==> config.mk <==
export PLATFORM = sky130hd
export DESIGN_NAME = adc_access_arbiter
export DESIGN_NICKNAME = d
export VERILOG_FILES = /design/src/rtl/adc_access_arbiter.sv
export SDC_FILE = /design/constraint.sdc
export NUM_CORES = 1
export LEC_CHECK = 0
export ABC_AREA = 0
export BUFFER_PORTS_ARGS = -buffer_cell sky130_fd_sc_hd__buf_4
export CELL_PAD_IN_SITES_DETAIL_PLACEMENT = 1
export CELL_PAD_IN_SITES_GLOBAL_PLACEMENT = 2
export CORE_MARGIN = 8
export CORE_UTILIZATION = 35
export DETAILED_ROUTE_END_ITERATION = 8
export GPL_ROUTABILITY_DRIVEN = 0
export PLACE_DENSITY_LB_ADDON = 0.1
export SKIP_LAST_GASP = 1
export SYNTH_ARGS = -nofsm -noshare
export SYNTH_HDL_FRONTEND = slang
export SYNTH_SLANG_ARGS = --single-unit
==> constraint.sdc <==
create_clock -name clk3p2M -period 4.6 [get_ports clk3p2M]
set_clock_uncertainty 0.1 [all_clocks]
set_input_delay 0.69 -clock clk3p2M [delete_from_list [all_inputs] [get_ports clk3p2M]]
set_output_delay 0.69 -clock clk3p2M [all_outputs]
set_load 0.1 [all_outputs]
==> src/rtl/adc_access_arbiter.sv <==
// adc_access_arbiter: round-robin sharing of one SPI ADC with settle, discard and timeout sequencing
module adc_access_arbiter #(
    parameter int          NREQ    = 3,
    parameter int          SETTLE  = 4,
    parameter int          DISCARD = 3,
    parameter logic [15:0] TIMEOUT = 16'hFFF0
) (
    input  logic              clk3p2M,
    input  logic              reset,
    input  logic [NREQ-1:0]   req_valid,
    input  logic [4*NREQ-1:0] req_chan,
    input  logic [NREQ-1:0]   req_batt_sel,
    output logic [NREQ-1:0]   req_ack,
    output logic [NREQ-1:0]   rsp_valid,
    output logic [9:0]        rsp_data,
    output logic              rsp_err,
    output logic              busy,
    output logic              adc_go,
    output logic [3:0]        adc_chan,
    output logic              adc_batt_sel,
    input  logic [9:0]        adc_in,
    input  logic              adc_valid
);
    localparam int IW = (NREQ > 1) ? $clog2(NREQ) : 1;
    localparam int SW = $clog2(SETTLE + 1);
    localparam logic [2:0] IDLE = 3'd0, SETUP = 3'd1, GO = 3'd2, WAIT = 3'd3, DONE = 3'd4;
    logic [2:0]    state;
    logic [IW-1:0] rr_ptr, gnt, sel;
    logic [IW:0]   idx;
    logic          found;
    logic [SW-1:0] settle_cnt;
    logic [2:0]    conv_cnt;
    logic [15:0]   timeout_cnt, timeout_nxt;

    // first pending requester at or above rr_ptr, wrapping
    always_comb begin
        found = 1'b0;
        sel = rr_ptr;
        idx = '0;
        for (int k = 0; k < NREQ; k++) begin
            idx = {1'b0, rr_ptr} + (IW+1)'(k);
            idx = (idx >= (IW+1)'(NREQ)) ? idx - (IW+1)'(NREQ) : idx;
            if (!found && req_valid[idx[IW-1:0]]) begin
                found = 1'b1;
                sel = idx[IW-1:0];
            end
        end
    end

    assign timeout_nxt = timeout_cnt + 16'd1;
    assign req_ack = (state == IDLE && found && !reset) ? NREQ'(1) << sel : '0;
    assign rsp_valid = (state == DONE) ? NREQ'(1) << gnt : '0;
    assign busy = state != IDLE;
    assign adc_go = state == GO;

    always_ff @(posedge clk3p2M or posedge reset) begin
        if (reset) begin
            state <= IDLE;
            rr_ptr <= '0;
            gnt <= '0;
            settle_cnt <= '0;
            conv_cnt <= '0;
            timeout_cnt <= '0;
            rsp_data <= '0;
            rsp_err <= 1'b0;
            adc_chan <= '0;
            adc_batt_sel <= 1'b0;
        end else begin
            case (state)
                IDLE: if (found) begin
                    gnt <= sel;
                    rr_ptr <= (sel == IW'(NREQ - 1)) ? '0 : sel + 1'b1;
                    adc_chan <= req_chan[4*sel +: 4];
                    adc_batt_sel <= req_batt_sel[sel];
                    conv_cnt <= '0;
                    settle_cnt <= '0;
                    state <= SETUP;
                end
                SETUP: begin
                    settle_cnt <= settle_cnt + 1'b1;
                    if (settle_cnt == SW'(SETTLE - 1)) state <= GO;
                end
                GO: begin
                    timeout_cnt <= '0;
                    state <= WAIT;
                end
                WAIT: begin
                    timeout_cnt <= timeout_nxt;
                    if (timeout_nxt > TIMEOUT) begin
                        rsp_data <= '0;
                        rsp_err <= 1'b1;
                        state <= DONE;
                    end else if (adc_valid) begin
                        if (conv_cnt < 3'(DISCARD)) begin
                            conv_cnt <= conv_cnt + 1'b1;
                            state <= GO;
                        end else begin
                            rsp_data <= adc_in;
                            rsp_err <= 1'b0;
                            state <= DONE;
                        end
                    end
                end
                DONE: state <= IDLE;
                default: state <= IDLE;
            endcase
        end
    end
endmodule

==> results of run 1 <==
## cell type report
class                      instances  area, µm²  area share (%)
multi-input combinational        227       1450            44.0
sequential                        45       1130            34.1
timing repair buffer              57        428            13.0
tap                              102        128            3.86
clock buffer                       5       68.8            2.08
inverter                          17       63.8            1.93
clock inverter                     2       35.0            1.06
## worst max-delay path: stages (launching register included)
cell and delay, ps:
dfrtp_1 390, inv_1 60, ha_1 490, or3_1 170, a21oi_1 80, or4_1 510, buf_4 220, or2_2 310
nor3_2 100, buf_4 310
## layer usage
| layer | global-route usage (%) | part of all wire, % |
|---|---|---|
| met1 | 19.1 | 47 |
| met2 | 23.5 | 48 |
| met3 | 3.47 | 4.2 |
| met4 | 4.34 | 0.99 |
| met5 | 0 | 0 |
## cell usage in the layout, fill, tap and decap left out, types with 7 or more instances in the layout
cell	n
a22o_1	16
ha_1	7
dfrtp_1	45
nor2_1	17
inv_1	16
nand3_1	11
nand2_1	44
mux2i_1	7
o21ai_0	23
a21oi_1	14
nor3_1	17
buf_4	57
## registers in the layout (all words and copies together) (netlist names)
| signal | cells |
|---|---|
| adc_batt_sel | 1 |
| adc_chan | 4 |
| conv_cnt | 3 |
| gnt | 2 |
| rr_ptr | 2 |
| rsp_data | 10 |
| rsp_err | 1 |
| settle_cnt | 3 |
| state | 3 |
| timeout_cnt | 16 |
## cell families after synthesis
group,after synthesis,synth area share [%]
compound gates,87,22.5
xor+xnor,3,0.970
flops,45,41.6
fa+ha+maj,7,3.23
simple gates,122,23.6
buf+inv,34,5.13
mux,8,3.00
## through the flow
stage	area [µm²]	utilization (%)
6_report	3300	43.4
5_1_grt	3300	43.4
4_1_cts	3300	43.4
3_5_place_dp	3200	42.1
3_3_place_gp	3200	42.1
2_1_floorplan	2720	-
## worst max path at each step
| stage | startpoint | end | cells after the start |
|---|---|---|---|
| after global placement | rr_ptr[0]$_DFFE_PP0P_ | req_ack[0] | 8 |
| after global routing | rr_ptr[0]$_DFFE_PP0P_ | req_ack[2] | 9 |
| after floorplan | state[1]$_DFFE_PP0P_ | req_ack[0] | 5 |
| after CTS | rr_ptr[0]$_DFFE_PP0P_ | req_ack[2] | 9 |
| final | rr_ptr[0]$_DFFE_PP0P_ | req_ack[0] | 9 |
| after detailed placement | rr_ptr[0]$_DFFE_PP0P_ | req_ack[0] | 9 |
## power breakdown
group / switching, mW / total, mW / internal, mW
clock: 0.138 / 0.296 / 0.158
combinational: 1.03 / 1.46 / 0.433
sequential: 0.161 / 0.698 / 0.537
total: 1.33 / 2.46 / 1.13
==> impl_results.md, run 1 <==
- Status: finished, final reports clean
- Full die area: 0.0108 mm²
- Clock Root Buffer: clkbuf_8
- R2R Path End: rsp_data[9]$_DFFE_PP0P_
- Vias in the first global route: about 2700
- Max Cap Viol: 0
- Grt total ovfl: 0
- Detail Placement HPWL: 5520 µm
- Crit start category: register
- Fin crit period: around 3700 ps
- Reg2Reg Setup Slack: roughly 1300 ps
- Clock tree buffer depth: 2
- Total CTS buffers: 5
- Vias: 2477
- Routed WL per cell: 16.7 µm
- Maximum vdd drop: 450 µV
- Mapped Area: 0.00271 mm²
- EDFF count, synth: 0
- Net Count, Synth: 344
- Die Y: a little over 100 µm
- CTS tree: built
- Netlist cell types: 56
- Setup Fix Bufs, Post-CTS: 0
- P&R area growth vs syn: 21.9%
- Die W: around 100 µm
- Routed wire length: approximately 7600 µm
- Detailed Routing Iterations Pass 1: 4
- H-tree levels: 2
- Synth Instances: between 300 and 400
- Place WS: 1200 ps
- Area leader, netlist: dfrtp_1
- Ys flop type: dfrtp_1
- Finished Layout Cells: around 460
- Antenna violations before repair: 0
- Slew @ Worst Pin: 775 ps
- Hold Fails Final Rpt: 0
- Worst-path fanout max: 21
- First-pass GRT wire length: 13300 µm
- # rows: 32
- Synth top cells by count: 45 x dfrtp_1, 44 x nand2_1, 23 x o21ai_0, 18 x nor3_1
- Final antenna-violating net count: 0
- Worst hold path depth: 1
- Pins over their slew limit: 0
- Post-CTS Hold Fix Bufs: 0
- Critical path capture point type: primary output
- Endpoint of the worst hold path: settle_cnt[1]$_DFFE_PP0P_
- Fillers: just over 900
- Clock latency on the worst-skew pair: 300 ps
- Final setup viols: 0
- Count leader, synth: dfrtp_1
- Worst slew margin: 48.4%
- Register-to-Register Path Depth: 8
- Post-DR vias/cell: ~5.4
- PostCTS Resize Cnt: 0
- Core area: between 0.007 and 0.008 mm²
- Seq/Total Area, Yosys: 41.6%
- Crit path kind: register to primary output
- CTS Sinks: 45
- DR iter-0 viols: 60
- I/O pin count: 55
- Final nets: 391
- GRT Util Overall: roughly 15%
- Placed instance count: 448
- Worst hold path class: register to register
- Mapped Avg Cell Area: between 8 and 9 µm²
- Fin crit share: 81.1%
- #FFs+latches synth: 45
- Unrepaired setup endpoints after global routing: no
- Fmax: ~270 MHz
- Pwr dens: 743 mW/mm²
- Synth top area share: 41.6%
- Initial Util: 35.6%
- Share of cells above drive strength 1: 21.8%
- Power, Total: 2.46 mW
- Top cells by area, synth: dfrtp_1 42%, nand2_1 6.1%, a22o_1 5.2%
- Async set-reset flop share out of synthesis: 100%
- Post-Route Setup TNS: 0 ps
- Setup ws final: 870 ps
- WHS: a little over 400 ps
- Largest net degree at the start of global routing: 46
- Ant. Diodes: 0
- Worst Path Arrival: 2940 ps
- Number of synthesis warnings: 0
- Static leakage: 1.53 nW
- Hold wc startpoint: settle_cnt[1]$_DFFE_PP0P_
- Port Buffers: 54
- DRC: 0
- Clock slew at reported path FFs: 90 ps
- WP data required: about 3800 ps
- R2R Path Start: timeout_cnt[0]$_DFFE_PP0P_
No activity file was read; power rests on OpenSTA's default activity.
==> run 2: changes to the inputs <==
ABC_AREA = 1   (was 0)
CORE_UTILIZATION = 28   (was 35)
clock period = 3.12 ns   (was 4.6 ns; I/O delays follow)
==> impl_results.md, run 2 <==
- Status: finished, final reports clean
- Area leader, netlist: dfrtp_1
- Post-CTS Hold Fix Bufs: 0
- Top reg by flops: timeout_cnt
- Max Cap Viol: 0
- EDFF count, synth: 0
- Critical-path top delay cell: dfrtp_1
- Storage cell area: 0.00113 mm²
- Largest stage delay, worst path: 430 ps
- Maximum vdd drop: roughly 520 µV
- Worst-path fanout max: 6
- Clock slew at reported path FFs: 90 ps
- Critical path capture point type: primary output
- P_int: 1.64 mW
- Place WS: around 210 ps
- Logic pwr share: 67.3%
- Grt total ovfl: 0
- Die W: around 110 µm
- # rows: 36
- Routed WL per cell: 14.2 µm
- Largest net degree at the start of global routing: 27
- CTS tree: built
- Most frequent cells in the layout: 108 x nand2_1, 62 x buf_4, 45 x dfrtp_1, 41 x inv_1, 36 x nor2_1
- Final antenna-violating net count: 0
- Register-to-Register Path Depth: 11
- Detailed Routing Iterations Pass 1: 4
- GRT met3 Usage: 2.63%
- Mapped Avg Cell Area: 7.24 µm²
- Fillers: 1237
- Net Switching: 2.26 mW
- Net Count, Synth: 417
- DRC: 0
- Ant. Diodes: 0
- Port Buffers: 54
- Clock Root Buffer: clkbuf_8
- Power, Total: roughly 4 mW
- Clock tree buffer depth: 2
- Final setup viols: 0
- Max reg flops: 16
- Final nets: 480
- Synth top cells by count: 114 x nand2_1, 45 x dfrtp_1, 44 x inv_1, 42 x nor2_1, 35 x nand3_1
- Met2 Use GR: 22.2%
- Full die area: 0.0132 mm²
- #FFs+latches synth: between 40 and 50
- M1 GR Usage: 16.3%
- Clock latency on the worst-skew pair: around 290 ps
- First-pass GRT wire length: 13800 µm
- Design Area, Final: 0.00355 mm²
- Switching share of power: between 50% and 60%
- Cell area after placement: 0.00337 mm²
- Count leader, synth: nand2_1
- Mapped Area: around 0.0027 mm²
- Worst path cell trace: inv_1 -> ha_1 -> inv_2 -> nand2_1 -> nand3_2 -> inv_1 -> nor2_4 -> nand3_4 -> nand2_1 -> nor2_1 -> nor2_2 -> nand2_2 -> nor3_4 -> buf_12
- Crit path kind: register to primary output
- Post-Route Setup TNS: 0 ps
- Core area: 0.00964 mm²
- Ys flop type: dfrtp_1
- Commonest non-fill, non-tap cell in the layout: nand2_1
- Async set-reset flop share out of synthesis: 100%
- H-tree levels: 2
- Pwr dens: around 1100 mW/mm²
- P&R area growth vs syn: 29.5%
- CTS Sinks: 45
- Worst hold path class: primary input to async pin
- Clock share of power: 9.3%
- Static leakage: 1.72 nW
- Total CTS buffers: 5
- Top Usage Layer GRT: met2
- Die Y: 115 µm
- Setup ws final: 168 ps
- Antenna violations before repair: 0
- WHS: 146 ps
- Worst slew margin: 59.7%
- Share of cells above drive strength 1: a little over a quarter
- Top cells by area, synth: dfrtp_1 41%, nand2_1 16%, nand3_1 6.4%
- Initial Util: 28.5%
- Fin crit period: 2950 ps
- Fin crit share: 94.6%
- Slew @ Worst Pin: 600 ps
- Post-DR vias/cell: 4.58
- WP data required: between 2000 and 3000 ps
- Fmax: around 340 MHz
- Synth top area share: 41.0%
- Vias in the first global route: roughly 2800
- Detail Placement HPWL: 6380 µm
- GRT Util Overall: between 10 and 15%
- I/O pin count: 55
- Largest registers: timeout_cnt x16, rsp_data x10, adc_chan x4
- Netlist cell types: 29
- Hold Fails Final Rpt: 0
- Reg2Reg Setup Slack: 650 ps
- Synth Instances: approximately 380
- Number of synthesis warnings: 0
- Seq/Total Area, Yosys: 41.0%
- Worst Path Arrival: 2380 ps
- Routed wire length: 8200 µm
- Multi-input combinational cell area: 0.00150 mm²
- Pins over their slew limit: 0
- DR iter-0 viols: 86
- Sequential power share: 23.4%
- Vias: between 2000 and 3000
- Crit start category: register
[run 2: changes by cell type in the layout (fill, tap and decap cells not counted), sizes merged, moves of 5 or more]
cell   delta
a21oi    -11
mux2i     -7
a22o     -15
nor3     -13
nand3    +27
nand2    +75
o22ai     +8
buf       +8
nor2     +30
inv      +29
a221o     -5
o21ai    +11
[run 2: area by class of cell]
class / instances / area share [%]
multi-input cells: 279 / 42.1
well taps: 133 / 4.68
flip-flops and latches: 45 / 31.7
clock buffers: 6 / 2.04
inverters: 46 / 4.86
repair buffers: 65 / 14.4
clock inverters: 2 / 0.282
[run 2: metal layers]
metal	share of wire [%]	routed length, µm
met1	47	3870
met2	49	4030
met3	3.1	252
met4	0.49	40
met5	0	0
[run 2: metrics by stage]
step	util, %	instances
finish	36.9	576
global route	36.9	576
CTS	36.0	575
detailed placement	34.9	567
global placement	34.9	567
floorplan	-	379
[run 2: logic make-up (layout without fill, tap and decap cells)]
family	count (synthesis)	in the layout	synth area share, %
buffers and inverters	55	119	8.44
and+or+nand+nor	217	217	34.4
xor gates and xnor gates	3	3	0.958
adders and majority gates	7	7	3.19
AOI/OAI and AO/OA	52	52	11.9
DFF	45	45	41.0
[run 2: power groups by stage]
stage	Sequential, mW	Combinational (mW)	Clock [mW]
floorplan	1.63	1.14	0
CTS	0.913	2.51	0.391
finish	0.914	2.62	0.363
global route	0.941	2.86	0.406
global placement	0.916	2.48	0
detailed placement	0.922	2.49	0
[run 2: repair_timing]
item | CTS | global route
gates resized for setup | 7 | 22
setup endpoints to repair | 3 | 3
pin swaps | 0 | 4
buffers inserted | 0 | 1
[run 2: final timing paths]
check	start	endpoint
max in group asynchronous	reset	timeout_cnt[14]$_DFFE_PP0P_
worst min register to register	rsp_data[7]$_DFFE_PP0P_	rsp_data[7]$_DFFE_PP0P_
worst max-delay path	rr_ptr[1]$_DFFE_PP0P_	req_ack[0]
worst min-delay path	reset	gnt[0]$_DFFE_PP0P_
min in group clk3p2M	adc_in[7]	rsp_data[7]$_DFFE_PP0P_
worst max register to register	timeout_cnt[0]$_DFFE_PP0P_	rsp_data[0]$_DFFE_PP0P_
[run 2: worst max-delay path: cells and delay by family (launching register included)]
family / cells / cell delay, ps
and+or+nand+nor: 9 / 990
adders and majority gates: 1 / 210
buffers and inverters: 4 / 460
DFF: 1 / 430
==> run 3: changes to the inputs <==
CORE_UTILIZATION = 29   (was 28)
CTS_BUF_LIST = sky130_fd_sc_hd__clkbuf_4   (was not set)
==> impl_results.md, run 3 (synthesis results as in run 2) <==
- Final antenna-violating net count: 0
- Fillers: 1142
- Place WS: ~240 ps
- Post-DR vias/cell: between 4 and 5
- Total CTS buffers: 5
- First-pass GRT wire length: about 14000 µm
- Worst path cell trace: buf_6 -> ha_4 -> inv_4 -> nand2_2 -> nand3_2 -> inv_2 -> nor2_4 -> nand3_4 -> nand2_2 -> nor2_1 -> nor2_1 -> nand2_2 -> nor3_4 -> buf_12
- Slew @ Worst Pin: just over 1000 ps
- CTS tree: built
- GRT Util Overall: 13.1%
- Post-CTS Hold Fix Bufs: 0
- Hold wc startpoint: adc_in[3]
- Detailed Routing Iterations Pass 1: 4
- Worst-path fanout max: 6
- Full die area: 0.0128 mm²
- Fin crit period: 3040 ps
- Max Cap Viol: 0
- Routed WL per cell: 14.5 µm
- CTS Sinks: 45
- Largest stage delay, worst path: 440 ps
- Clock Root Buffer: clkbuf_4
- Crit path kind: register to primary output
- Clock tree buffer depth: 2
- DR iter-0 viols: 86
- Largest net degree at the start of global routing: 46
- Clock latency on the worst-skew pair: 370 ps
- Net Switching: 2.30 mW
- Max reg flops: 16
- Crit start category: register
- Critical path capture point type: primary output
- Clock slew at reported path FFs: roughly 170 ps
- Worst hold path class: primary input to register
- Routed wire length: approximately 8000 µm
- Reg2Reg Setup Slack: 680 ps
- Maximum vdd drop: between 600 and 700 µV
- DRC: 0
- Status: finished, final reports clean
- Worst slew margin: around a third
- Hold Fails Final Rpt: 0
- Final nets: 484
- Commonest non-fill, non-tap cell in the layout: nand2_1
- P_int: 1.72 mW
- Switching share of power: 57.3%
- Post-Route Setup TNS: 0 ps
- Logic pwr share: 67.6%
- Sequential power share: 22.6%
- Antenna violations before repair: 0
- Critical-path top delay cell: dfrtp_1
- Vias: 2685
- Largest registers: timeout_cnt x16, rsp_data x10, adc_chan x4
- Ant. Diodes: 0
- Top reg by flops: timeout_cnt
- Worst hold path depth: 3
- Pwr dens: around 1100 mW/mm²
- Initial Util: 29.8%
- Die W: 113 µm
- Setup ws final: 84.1 ps
- Worst Path Arrival: 2470 ps
- Fin crit share: 97.3%
- Fmax: 329 MHz
- I/O pin count: 55
- Clock share of power: 9.7%
- Pins over their slew limit: 0
- Power, Total: 4.02 mW
- WHS: around 240 ps
- R2R Path End: rsp_err$_DFFE_PP0P_
- P&R area growth vs syn: 31.0%
- WP data required: 2550 ps
- Register-to-Register Path Depth: 11
- Share of cells above drive strength 1: about 29%
- Endpoint of the worst hold path: rsp_data[3]$_DFFE_PP0P_
- Detail Placement HPWL: 6180 µm
- Grt total ovfl: 0
- Most frequent cells in the layout: 106 x nand2_1, 65 x buf_4, 45 x dfrtp_1, 38 x inv_1, 37 x nor2_1
- Die Y: between 100 and 150 µm
- # rows: 35
- Unrepaired setup endpoints after global routing: yes
- Static leakage: approximately 1.7 nW
- Final setup viols: 0
- H-tree levels: 2
- Port Buffers: 54
- Most frequent CP cell: nand2_2
- Vias in the first global route: 2891
- Core area: between 0.009 and 0.01 mm²
- R2R Path Start: timeout_cnt[0]$_DFFE_PP0P_
run 3: changes by cell type in the layout (fill, tap and decap cells not counted), moves of 3 or more:
cell,delta
buf_4,+3
clkbuf_4,+5
clkbuf_8,-5
inv_1,-3
o21ai_0,-3
o21ai_1,+3
run 3: power by group through the flow:
stage	clock network (mW)	registers, mW	logic (mW)
2_1_floorplan	0	1.63	1.14
3_3_place_gp	0	0.910	2.46
3_5_place_dp	0	0.920	2.49
4_1_cts	0.410	0.909	2.51
5_1_grt	0.433	0.940	2.96
6_report	0.392	0.911	2.72
run 3: final cells by class:
class	count	area, µm²	area share (%)
tap	111	139	3.86
multi-input combinational	279	1520	42.3
timing repair buffer	69	551	15.3
inverter	46	175	4.87
clock buffer	5	37.5	1.04
clock inverter	3	47.5	1.32
sequential	45	1130	31.3
run 3: worst max-delay path: cells and delay by family, from the launching register on:
kind	cells	cell delay (ps)
adder cells (fa/ha/maj)	1	160
AND/OR/NAND/NOR	9	1050
buffers and inverters	4	460
flip-flops	1	440
run 3: how the worst max path moves through the flow:
stage | from | end | slack (ps) | cells past startpoint
3_5_place_dp | rr_ptr[0]$_DFFE_PP0P_ | req_ack[0] | 240 | 12
6_report | rr_ptr[0]$_DFFE_PP0P_ | req_ack[0] | 80 | 14
2_1_floorplan | state[0]$_DFFE_PP0P_ | rsp_valid[0] | -80 | 3
5_1_grt | rr_ptr[0]$_DFFE_PP0P_ | req_ack[0] | -100 | 13
3_3_place_gp | rr_ptr[0]$_DFFE_PP0P_ | req_ack[0] | 320 | 12
4_1_cts | rr_ptr[0]$_DFFE_PP0P_ | req_ack[0] | -20 | 12
run 3: timing repair:
| action | 4_1_cts | 5_1_grt |
|---|---|---|
| buffers inserted | 1 | 6 |
| gates cloned | 0 | 0 |
| endpoints found under the setup margin | 3 | 3 |
| pin swaps | 0 | 12 |
| gates resized for setup | 8 | 35 |
run 3: routing by layer:
layer	wire length, µm	share of wire, %	vias up	global-route usage, %
li1	-	-	1358	-
met1	3890	48	1292	16.7
met2	3880	48	31	22.1
met3	272	3.4	4	2.98
met4	46	0.57	0	2.66
met5	0	0	-	0
run 3: metrics by stage:
| step | std cells | area, µm² | util, % |
|---|---|---|---|
| after global routing | 558 | 3590 | 39.1 |
| after floorplan | 379 | 2780 | - |
| after global placement | 543 | 3320 | 36.1 |
| after CTS | 552 | 3440 | 37.4 |
| after detailed placement | 543 | 3320 | 36.1 |
| final | 558 | 3590 | 39.1 |
